[src/rtl/fpu_writeback_if.sv]
// fpu_writeback_if
// Result-path handshake bundle between the FPU execute pipeline, the
// writeback buffer and the downstream result consumer.
//   in_valid / in_ready / in_result / in_operator   : execute -> buffer
//   out_valid / out_ready / out_result / out_operator / out_class : buffer -> consumer
// Modports:
//   slave  : the writeback buffer's view (accepts in_*, drives out_*)
//   master : the surrounding logic's view (drives in_*, takes out_*)
interface fpu_writeback_if;
  logic        in_valid;
  logic        in_ready;
  logic [31:0] in_result;
  logic [1:0]  in_operator;
  logic        out_valid;
  logic        out_ready;
  logic [31:0] out_result;
  logic [1:0]  out_operator;
  logic [3:0]  out_class;

  modport slave (
    input  in_valid, in_result, in_operator, out_ready,
    output in_ready, out_valid, out_result, out_operator, out_class
  );

  modport master (
    output in_valid, in_result, in_operator, out_ready,
    input  in_ready, out_valid, out_result, out_operator, out_class
  );
endinterface

[src/rtl/fpu_writeback.sv]
// fpu_writeback
// Accepts one completed single-precision result per cycle, classifies it
// as {nan, inf, zero, denorm}, and queues {result, operator, class} in a
// DEPTH-entry circular buffer for a valid/ready consumer. Keeps sticky
// class flags and a sticky drop flag for results offered while full.
// Ports:
//   clk, rst_n    : clock (rising edge), async active-low reset
//   wb (slave)    : in_* producer side and out_* consumer side handshake
//   flags_clr     : synchronous clear of sticky_flags and drop_err
//   fill_level    : current entry count
//   sticky_flags  : OR of class bits of all accepted results since clear
//   drop_err      : sticky, a result was offered while in_ready was low
module fpu_writeback #(
  parameter int DEPTH = 4,
  parameter int CW    = 3
) (
  input  logic          clk,
  input  logic          rst_n,
  fpu_writeback_if.slave wb,
  input  logic          flags_clr,
  output logic [CW-1:0] fill_level,
  output logic [3:0]    sticky_flags,
  output logic          drop_err
);

  localparam int AW = $clog2(DEPTH);

  logic [31:0]   mem_result   [DEPTH];
  logic [1:0]    mem_operator [DEPTH];
  logic [3:0]    mem_class    [DEPTH];
  logic [AW-1:0] wp;
  logic [AW-1:0] rp;
  logic [CW-1:0] count;

  logic [7:0]  in_exp;
  logic [22:0] in_man;
  logic [3:0]  in_class;
  logic        push;
  logic        pop;
  logic        drop;

  // Classification, bit order {nan, inf, zero, denorm}; sign is ignored so
  // both +0 and -0 classify as zero.
  always_comb begin
    in_exp   = wb.in_result[30:23];
    in_man   = wb.in_result[22:0];
    in_class = 4'b0000;
    if (in_exp == 8'hFF) begin
      in_class = (in_man != 23'd0) ? 4'b1000 : 4'b0100;
    end else if (in_exp == 8'h00) begin
      in_class = (in_man == 23'd0) ? 4'b0010 : 4'b0001;
    end
  end

  // Readiness depends only on count, so a full buffer never accepts even
  // when the consumer pops in the same cycle.
  assign wb.in_ready  = (count < CW'(DEPTH));
  assign wb.out_valid = (count != '0);
  assign fill_level   = count;

  assign push = wb.in_valid & wb.in_ready;
  assign pop  = wb.out_valid & wb.out_ready;
  assign drop = wb.in_valid & ~wb.in_ready;

  // Head entry comes straight from storage; no path from in_* inputs.
  assign wb.out_result   = mem_result[rp];
  assign wb.out_operator = mem_operator[rp];
  assign wb.out_class    = mem_class[rp];

  always_ff @(posedge clk or negedge rst_n) begin
    if (!rst_n) begin
      wp    <= '0;
      rp    <= '0;
      count <= '0;
      for (int i = 0; i < DEPTH; i++) begin
        mem_result[i]   <= '0;
        mem_operator[i] <= '0;
        mem_class[i]    <= '0;
      end
    end else begin
      if (push) begin
        mem_result[wp]   <= wb.in_result;
        mem_operator[wp] <= wb.in_operator;
        mem_class[wp]    <= in_class;
        wp               <= wp + AW'(1);
      end
      if (pop) begin
        rp <= rp + AW'(1);
      end
      case ({push, pop})
        2'b10:   count <= count + CW'(1);
        2'b01:   count <= count - CW'(1);
        default: count <= count;
      endcase
    end
  end

  // A clear coinciding with a push or drop leaves only the new event's bits.
  always_ff @(posedge clk or negedge rst_n) begin
    if (!rst_n) begin
      sticky_flags <= 4'b0000;
      drop_err     <= 1'b0;
    end else begin
      if (flags_clr) begin
        sticky_flags <= push ? in_class : 4'b0000;
      end else if (push) begin
        sticky_flags <= sticky_flags | in_class;
      end

      if (drop) begin
        drop_err <= 1'b1;
      end else if (flags_clr) begin
        drop_err <= 1'b0;
      end
    end
  end

endmodule

[src/flat_wrapper.sv]
// flat-port wrapper written by rule: the top's interface ports become plain ports
module fpu_writeback_flat 
#(
  parameter int DEPTH = 4,
  parameter int CW    = 3
)
  (clk, rst_n, flags_clr, fill_level, sticky_flags, drop_err, wb_in_valid, wb_in_result, wb_in_operator, wb_out_ready, wb_in_ready, wb_out_valid, wb_out_result, wb_out_operator, wb_out_class);
  fpu_writeback_if wb_i ();
  input  logic clk;
  input  logic rst_n;
  input  logic flags_clr;
  output logic [CW-1:0] fill_level;
  output logic [3:0] sticky_flags;
  output logic drop_err;
  input wire logic [$bits(wb_i.in_valid)-1:0] wb_in_valid;
  input wire logic [$bits(wb_i.in_result)-1:0] wb_in_result;
  input wire logic [$bits(wb_i.in_operator)-1:0] wb_in_operator;
  input wire logic [$bits(wb_i.out_ready)-1:0] wb_out_ready;
  output wire logic [$bits(wb_i.in_ready)-1:0] wb_in_ready;
  output wire logic [$bits(wb_i.out_valid)-1:0] wb_out_valid;
  output wire logic [$bits(wb_i.out_result)-1:0] wb_out_result;
  output wire logic [$bits(wb_i.out_operator)-1:0] wb_out_operator;
  output wire logic [$bits(wb_i.out_class)-1:0] wb_out_class;
  assign wb_i.in_valid = wb_in_valid;
  assign wb_i.in_result = wb_in_result;
  assign wb_i.in_operator = wb_in_operator;
  assign wb_i.out_ready = wb_out_ready;
  assign wb_in_ready = wb_i.in_ready;
  assign wb_out_valid = wb_i.out_valid;
  assign wb_out_result = wb_i.out_result;
  assign wb_out_operator = wb_i.out_operator;
  assign wb_out_class = wb_i.out_class;
  fpu_writeback #(.DEPTH(DEPTH), .CW(CW)) u_core (.clk(clk), .rst_n(rst_n), .wb(wb_i), .flags_clr(flags_clr), .fill_level(fill_level), .sticky_flags(sticky_flags), .drop_err(drop_err));
endmodule
[config.mk]
export PLATFORM = sky130hd
export DESIGN_NAME = fpu_writeback_flat
export DESIGN_NICKNAME = d
export VERILOG_FILES = /design/src/rtl/fpu_writeback_if.sv /design/src/rtl/fpu_writeback.sv /design/src/flat_wrapper.sv
export SDC_FILE = /design/constraint.sdc
export NUM_CORES = 1
export LEC_CHECK = 0
export CELL_PAD_IN_SITES_DETAIL_PLACEMENT = 1
export CELL_PAD_IN_SITES_GLOBAL_PLACEMENT = 1
export CORE_AREA = 10 10 167 169
export CTS_CLUSTER_SIZE = 40
export DETAILED_ROUTE_END_ITERATION = 8
export DIE_AREA = 0 0 177 179
export PLACE_DENSITY = 0.55
export SLEW_MARGIN = 20
export SYNTH_ARGS = -nofsm -noshare
export SYNTH_HDL_FRONTEND = slang
export SYNTH_SLANG_ARGS = --single-unit
[constraint.sdc]
create_clock -name clk -period 4.64 [get_ports clk]
set_input_delay 0.928 -clock clk [delete_from_list [all_inputs] [get_ports clk]]
set_output_delay 0.928 -clock clk [all_outputs]
set_load 0.05 [all_outputs]
== Yosys cells after proc, flatten, opt, wreduce, memory -nomap -nowiden ==
Cells that the tools add are included.
Storage, ports and cells
  bits in registers: 164
  output and inout bits: 48
  word-level logic and storage cells: 71
Operators by class
  add/subtract/negate cells: 4
  $lt $le $gt $ge: 4
  equality and inequality tests: 3
  muxes and demuxes: 28
  bitwise gates (word level): 7
  reductions and logical operators: 8
Operators by type and width (count)
  bitwise mux 128 bit: 1
  2-to-1 mux 32 bit: 3
  binary-select mux 32 bit (select 2 bit): 1
  demux 32 bit (select 2 bit): 1
  2-to-1 mux 4 bit: 9
  logical NOT 23 bit: 1
  nonzero test 23 bit: 1
  bitwise mux 16 bit: 1
  binary-select mux 4 bit (select 2 bit): 1
  bitwise mux 8 bit: 1
  demux 4 bit (select 2 bit): 1
  == test 8 bit, second input constant: 1
  logical NOT 8 bit: 1
  2-to-1 mux 2 bit: 4
  greater-or-equal comparator 3 bit, second input constant: 2
  inverter 2 -> 3 bit: 2
  one-hot mux 3 bit (2 select lines): 1
  nonzero test 2 bit: 3
  adder 2 x 1 -> 2 bit, second input constant: 2
  binary-select mux 2 bit (select 2 bit): 1
  demux 2 bit (select 2 bit): 1
  OR 4 bit: 1
  adder 3 x 1 -> 3 bit, second input constant: 1
  AND 1 bit: 3
  9 further kinds: 10

== Longest topological paths before layout ==
Gate-level depths: netlist of the first run.
  word-level depth: 7
  mapped depth: 9
  gate-level depth less buffers: 8

== Least setup slack after synthesis of the first run ==
No wires, ideal clock.
  path type: register -> register
  start: reg u_core.count[0], in the netlist u_core.fill_level[0]
  end: reg u_core.count[2], in the netlist u_core.fill_level[2]
  setup time: 139 ps
  data arrival time: 2287 ps
  required time: 4501 ps
  slack: 2214 ps
  cell stages (with the launch flop): 9
  path buffers: 0
  cells stage by stage: dfrtp_1 > or3_1 > and2_1 > ha_1 > inv_1 > fa_1 > xor2_1 > nor2_1 > xnor2_1
On the way
  cells in the longest elaborated chain, start to end: 4
RTL lines
  start, declared: line fpu_writeback.sv:33  | logic [CW-1:0] count;
  start signal, assigned: line fpu_writeback.sv:91  | 2'b10: count <= count + CW'(1);
  start signal, assigned: line fpu_writeback.sv:92  | 2'b01: count <= count - CW'(1);
  start signal, assigned: line fpu_writeback.sv:93  | default: count <= count;
  nonzero test 3 bit *: line fpu_writeback.sv:58  | assign wb.out_valid = (count != '0);
  named net wb_out_valid: line flat_wrapper.sv:20  | output wire logic [$bits(wb_i.out_valid)-1:0] wb_out_valid;
  AND 1 bit *: line fpu_writeback.sv:62  | assign pop = wb.out_valid & wb.out_ready;
  named net u_core.pop: line fpu_writeback.sv:39  | logic pop;
  == test 2 x 1 -> 1 bit or == test 2 bit (tied branches): line fpu_writeback.sv:90  | case ({push, pop})
  one-hot mux 3 bit (2 select lines) or nonzero test 2 bit (tied branches)
Mark *: on every way through the listed nets, which the timed path passes. The rest lies on a longest branch.
A chain may end at the register's enable or synchronous reset.

== Worst setup path in the final report of the first run ==
  start: reg u_core.rp[1]
  end: out wb_out_result[31]
On the way
  cells in the longest elaborated chain, start to end: 4
RTL lines
  start, declared: line fpu_writeback.sv:32  | logic [AW-1:0] rp;
  start signal, assigned: line fpu_writeback.sv:88  | rp <= rp + AW'(1);
  inverter 2 -> 3 bit (not written as such): line fpu_writeback.sv:66  | assign wb.out_result = mem_result[rp];
  binary-select mux 32 bit (select 2 bit): line fpu_writeback.sv:66
  2-to-1 mux 32 bit (not written as such) (2 in series): line fpu_writeback.sv:66
  end, declared: line flat_wrapper.sv:21  | output wire logic [$bits(wb_i.out_result)-1:0] wb_out_result;
No other way between the ends. The select of a mux whose other input is x is not followed.

==> impl_metrics.env, run 1 <==
export IMPL_outcome="finished, final reports clean"
export IMPL_relSlewSlack_pct=33.6
export IMPL_power_leakage_nw=3.74
export IMPL_clock_sinks=164
export IMPL_slew_viol_final=0
export IMPL_htreeDepth=4
export IMPL_finalCritPeriodShare_pct=78.1
export IMPL_n_antenna_cell=0
export IMPL_fin_skew_ns=0.00779
export IMPL_clock_path_buffers=2
export IMPL_postCtsHoldBufs=0
export IMPL_ys_top_cells_by_area="dfrtp_1 (57%), mux2_2 (21%), mux4_2 (12%), buf_2 (1.5%), nand2_1 (1.4%)"
export IMPL_syn_area_per_cell_um2=15.7
export IMPL_final_common_cell="dfrtp_1"
export IMPL_cts_setup_buffers=0
export IMPL_gp_congestion=0.708
export IMPL_vias=4257
export IMPL_die_y_um=179
export IMPL_fin_crit_ns=3.62
export IMPL_drc=0
export IMPL_p_per_area_mw_per_mm2=840
export IMPL_p_total_w=0.00765
export IMPL_finalSetupTns_ns=0
export IMPL_routed_wl_mm=18.2
export IMPL_boundaryPins=87
export IMPL_numCtsBuffers=17
export IMPL_synth_cell_type_count=32
export IMPL_tritoncts="yes"
export IMPL_placementRows=58
export IMPL_vdd_drop_max_mv=0.303
export IMPL_syn2layout_area_growth_pct=26.1
export IMPL_synth_cell_area_mm2=0.00722
export IMPL_drive_gt1_share_pct=40.5
export IMPL_root_buffer="clkbuf_16"
export IMPL_crit_arrival_ns=2.70
export IMPL_synth_nets=505
export IMPL_ys_flop_type="dfrtp_1"
export IMPL_antenna_found_initial=0
export IMPL_min_from="u_core.mem_class[14]$_DFFE_PN0P_"
export IMPL_initialDrtViolationCount=192
export IMPL_cp_required_ns=3.71
export IMPL_grt_pass1_wl_mm=28.8
export IMPL_final_antenna_net_count=0
export IMPL_start_kind="flop"
export IMPL_cts_resized=0
export IMPL_portBuffers=86
export IMPL_clkTransAtPathRegs_ns=0.07
export IMPL_avgRoutedWirePerCell_um=20.5
export IMPL_die_x_um=177
export IMPL_fmax_mhz=276
export IMPL_dieArea_mm2=0.0317
export IMPL_globalRouteTotalUtil_pct=11.9
export IMPL_setup_viol=0
export IMPL_coreArea_mm2=0.0247
export IMPL_end_kind="output pin"
export IMPL_crit_fanout=23
export IMPL_clk_latency_ns=0.43
export IMPL_grt_overflow_total=0
export IMPL_grt_pass1_vias=4954
export IMPL_drtPass1Iterations=4
export IMPL_rsz0062_at_grt="no"
export IMPL_startpoint="u_core.rp[1]$_DFFE_PN0P_"
export IMPL_syn_instance_count=460
export IMPL_yosysTopAreaCell="dfrtp_1"
export IMPL_cap_violations=0
export IMPL_path_class="reg -> out"
export IMPL_fill_cells=2504
export IMPL_yosysWarnings=0
export IMPL_hold_path_class="reg -> reg"
export IMPL_r2r_start="u_core.wp[0]$_DFFE_PN0P_"
export IMPL_synth_seq_cells=164
export IMPL_seq_area_frac_synth_pct=56.9
export IMPL_synth_edff_count=0
export IMPL_final_cell_mix="dfrtp_1 (162), mux2_2 (136), clkdlybuf4s50_1 (85)"
export IMPL_worst_slew_pin_slew_ns=0.996
export IMPL_hpwl_mm=11.9
export IMPL_grt_max_degree=117
export IMPL_async_flop_share_pct=100
export IMPL_vias_per_cell=4.78
export IMPL_hold_viol=0
export IMPL_synth_top_area_share_pct=56.9
export IMPL_start_util_pct=29.2
export IMPL_nets=592
==> logic make-up (layout without fill, tap and decap cells) <==
kind of cell | count (synthesis) | count (layout) | share of synthesized area [%]
adder cells (fa/ha/maj) | 6 | 6 | 1.14
AO/OA/AOI/OAI | 22 | 22 | 2.32
flip-flops | 164 | 164 | 56.9
AND/OR/NAND/NOR | 48 | 48 | 3.19
XOR/XNOR | 6 | 6 | 0.728
buffers and inverters | 39 | 139 | 2.55
multiplexers | 175 | 175 | 33.2
==> cell usage after synthesis (all sizes together), types with 4 or more instances <==
cell type  count
ha             5
o21ai         10
xnor2          4
mux4          38
nand3          4
o31ai          8
dfrtp        164
inv           12
nor4           7
nand2         26
mux2         136
buf           24
==> power by group <==
part / switching (W) / total (W) / internal (W)
combinational: 0.00202 / 0.00368 / 0.00166
clock: 0.000595 / 0.00152 / 0.000928
sequential: 0.000369 / 0.00244 / 0.00207
==> stage by stage <==
| step | std cells | area [um2] | hold WS, ns | setup slack [ns] | utilization, % |
|---|---|---|---|---|---|
| 2_1_floorplan | 460 | 7220 | 0.443 | 2.21 | - |
| 3_3_place_gp | 858 | 8460 | 0.455 | 1.45 | 34.2 |
| 3_5_place_dp | 858 | 8460 | 0.474 | 1.46 | 34.2 |
| 4_1_cts | 890 | 9100 | 0.488 | 0.984 | 36.8 |
| 5_1_grt | 890 | 9100 | 0.507 | 0.927 | 36.8 |
| 6_report | 890 | 9100 | 0.482 | 1.02 | 36.8 |
==> flip-flops by register name, indices dropped and copies added, names as in the netlist <==
| register | count |
|---|---|
| u_core.mem_result | 128 |
| u_core.mem_class | 16 |
| u_core.mem_operator | 8 |
| u_core.sticky_flags | 4 |
| u_core.fill_level | 3 |
| u_core.rp | 2 |
| u_core.wp | 2 |
| u_core.drop_err | 1 |
==> routing by layer <==
metal	GRT usage, %	vias up	share of wire [%]
met5	0	-	0
met4	3.64	0	1.1
met3	2.78	17	3.2
met2	20.2	62	51
met1	14.7	2310	45
li1	-	1868	-
==> worst max-delay path, stage by stage (launching register included) <==
cell and delay (ns):
dfrtp_2 0.82, buf_4 0.34, mux4_2 0.37, clkdlybuf4s50_1 0.73
==> area by class of cell <==
class	instances	area [um2]	area share (%)
clock inverters	12	191	2.10
clock buffers	20	447	4.91
repair buffers	95	957	10.5
flip-flops and latches	164	4110	45.1
inverters	12	45.0	0.495
well taps	330	413	4.54
multi-input cells	257	2940	32.3
==> final timing paths <==
kind | depth (start not counted) | slack [ns] | to
max | 3 | 1.02 | wb_out_result[31]
max in group asynchronous | 2 | 3.26 | u_core.rp[0]$_DFFE_PN0P_
max reg2reg | 5 | 2.66 | u_core.mem_result[54]$_DFFE_PN0P_
min reg2reg | 2 | 0.48 | u_core.mem_class[14]$_DFFE_PN0P_
min | 2 | 0.48 | u_core.mem_class[14]$_DFFE_PN0P_
min in group asynchronous | 1 | 0.57 | u_core.mem_result[57]$_DFFE_PN0P_
Note: power is estimated with default switching activity, not from simulation.
==> run 2, diff against run 1 <==
==> constraint.sdc (replaced) <==
create_clock -name clk -period 3.7 [get_ports clk]
set_input_delay 0.74 -clock clk [delete_from_list [all_inputs] [get_ports clk]]
set_output_delay 0.74 -clock clk [all_outputs]
set_load 0.05 [all_outputs]
==> run 2 against run 1 <==
Non-clock buffer count up 3. Count of clock-buffer cells in the layout down 3. Register-to-register slack worse by 0.93 ns. Largest cell class unchanged. Highest routed layer unchanged. Sequential share of layout area down 0.43 points. Critical path depth unchanged. Largest power group unchanged. Critical path type unchanged.
==> impl_metrics.env, run 2 (synthesis results as in run 1) <==
export IMPL_outcome="finished, final reports clean"
export IMPL_r2r_setup_slack_ns=1.73
export IMPL_fmax_mhz=292
export IMPL_relSlewSlack_pct=49.4
export IMPL_fin_skew_ns=0.00733
export IMPL_globalRouteTotalUtil_pct=12.2
export IMPL_wl_met1_mm=8.45
export IMPL_end_kind="output pin"
export IMPL_wl_met2_mm=9.27
export IMPL_drc=0
export IMPL_crit_slowest_cell="clkdlybuf4s50_1"
export IMPL_syn2layout_area_growth_pct=27.3
export IMPL_hold_path_class="in -> async"
export IMPL_fill_cells=2518
export IMPL_vias=4197
export IMPL_r2r_start="u_core.fill_level[0]$_DFFE_PN0P_"
export IMPL_rsz0062_at_grt="no"
export IMPL_multiInputGateArea_mm2=0.00294
export IMPL_nets=595
export IMPL_die_x_um=177
export IMPL_routed_wl_mm=18.6
export IMPL_final_antenna_net_count=0
export IMPL_drtPass1Iterations=4
export IMPL_cts_setup_buffers=0
export IMPL_vias_per_cell=4.69
export IMPL_endpoint="wb_out_result[0]"
export IMPL_portBuffers=86
export IMPL_boundaryPins=87
export IMPL_vdd_drop_max_mv=0.449
export IMPL_slowest_delay_ns=0.73
export IMPL_wl_met3_um=706
export IMPL_clock_path_buffers=2
export IMPL_start_util_pct=29.2
export IMPL_htreeDepth=4
export IMPL_placementRows=58
export IMPL_antenna_found_initial=1
export IMPL_grt_overflow_total=0
export IMPL_crit_fanout=18
export IMPL_highest_layer="met4"
export IMPL_crit_arrival_ns=2.68
export IMPL_p_per_area_mw_per_mm2=1050
export IMPL_worstReg2RegEnd="u_core.fill_level[1]$_DFFE_PN0P_"
export IMPL_final_common_cell="dfrtp_1"
export IMPL_fin_crit_ns=3.42
export IMPL_start_kind="flop"
export IMPL_clk_latency_ns=0.43
export IMPL_cts_resized=0
export IMPL_clkTransAtPathRegs_ns=0.07
export IMPL_finalCritPeriodShare_pct=92.4
export IMPL_drive_gt1_share_pct=41.2
export IMPL_setup_viol=0
export IMPL_hpwl_mm=12.5
export IMPL_die_y_um=179
export IMPL_largest_reg_flops=128
export IMPL_crit_chain="buf_12 > mux4_2 > clkdlybuf4s50_1"
export IMPL_cp_required_ns=2.96
export IMPL_reg_top3="u_core.mem_result (128), u_core.mem_class (16), u_core.mem_operator (8)"
export IMPL_final_seq_area_mm2=0.00411
export IMPL_hold_viol=0
export IMPL_final_cell_mix="dfrtp_1 (162), mux2_2 (136), clkdlybuf4s50_1 (85)"
export IMPL_slew_viol_final=0
export IMPL_root_buffer="clkbuf_16"
export IMPL_cap_violations=0
export IMPL_top_register="u_core.mem_result"
export IMPL_coreArea_mm2=0.0247
export IMPL_gp_congestion=0.699
export IMPL_power_leakage_nw=3.78
export IMPL_p_total_w=0.00968
export IMPL_postCtsHoldBufs=0
export IMPL_startpoint="u_core.rp[0]$_DFFE_PN0P_"
export IMPL_grt_max_degree=59
export IMPL_finalSetupTns_ns=0
export IMPL_initialDrtViolationCount=172
export IMPL_path_class="reg -> out"
export IMPL_numCtsBuffers=17
export IMPL_grt_pass1_vias=4838
export IMPL_avgRoutedWirePerCell_um=20.8
export IMPL_reg2regPathDepth=6
export IMPL_tritoncts="yes"
export IMPL_grt_pass1_wl_mm=29.1
export IMPL_worst_slew_pin_slew_ns=0.760
export IMPL_clock_sinks=164
export IMPL_dieArea_mm2=0.0317
## run 2: worst min-delay path by stage
stage	end	cells after the start
floorplan	u_core.drop_err$_DFFE_PN0P_	0
CTS	u_core.mem_result[58]$_DFFE_PN0P_	1
global placement	u_core.mem_class[8]$_DFFE_PN0P_	2
global route	u_core.mem_result[122]$_DFFE_PN0P_	1
detailed placement	u_core.mem_class[14]$_DFFE_PN0P_	2
finish	u_core.mem_result[122]$_DFFE_PN0P_	1
## run 2: report_power, final
group | internal, W | switching, W | total (W)
Clock | 0.00115 | 0.000772 | 0.00192
Combinational | 0.00213 | 0.00258 | 0.00472
Sequential | 0.00260 | 0.000448 | 0.00305
Total | 0.00588 | 0.00380 | 0.00968
## run 2: worst max-delay path, delay by kind of cell, from the launching register on
family | cells | cell delay [ns]
muxes | 1 | 0.58
buffers and inverters | 2 | 1.00
DFF | 1 | 0.66
## run 2: final cells by class
class	count	area share (%)
diodes	1	0.0272
clock buffers	17	4.63
clock inverters	15	2.34
inverters	12	0.490
multi-input cells	257	32.0
flip-flops and latches	164	44.7
well taps	330	4.49
repair buffers	98	11.3
## run 2: routing by layer
| layer | vias up | track usage [%] |
|---|---|---|
| met5 | - | 0 |
| met1 | 2224 | 15.4 |
| met4 | 0 | 3.89 |
| li1 | 1886 | - |
| met2 | 69 | 20.2 |
| met3 | 18 | 3.03 |
## run 2: through the flow
| step | hold slack (ns) | area (um2) | util (%) | setup slack (ns) | instances |
|---|---|---|---|---|---|
| after global placement | 0.455 | 8540 | 34.5 | 0.510 | 861 |
| final | 0.245 | 9190 | 37.1 | 0.281 | 894 |
| after detailed placement | 0.469 | 8540 | 34.5 | 0.480 | 861 |
| after global routing | 0.272 | 9190 | 37.1 | 0.163 | 893 |
| after floorplan | 0.443 | 7220 | - | 1.27 | 460 |
| after CTS | 0.271 | 9190 | 37.1 | 0.218 | 893 |
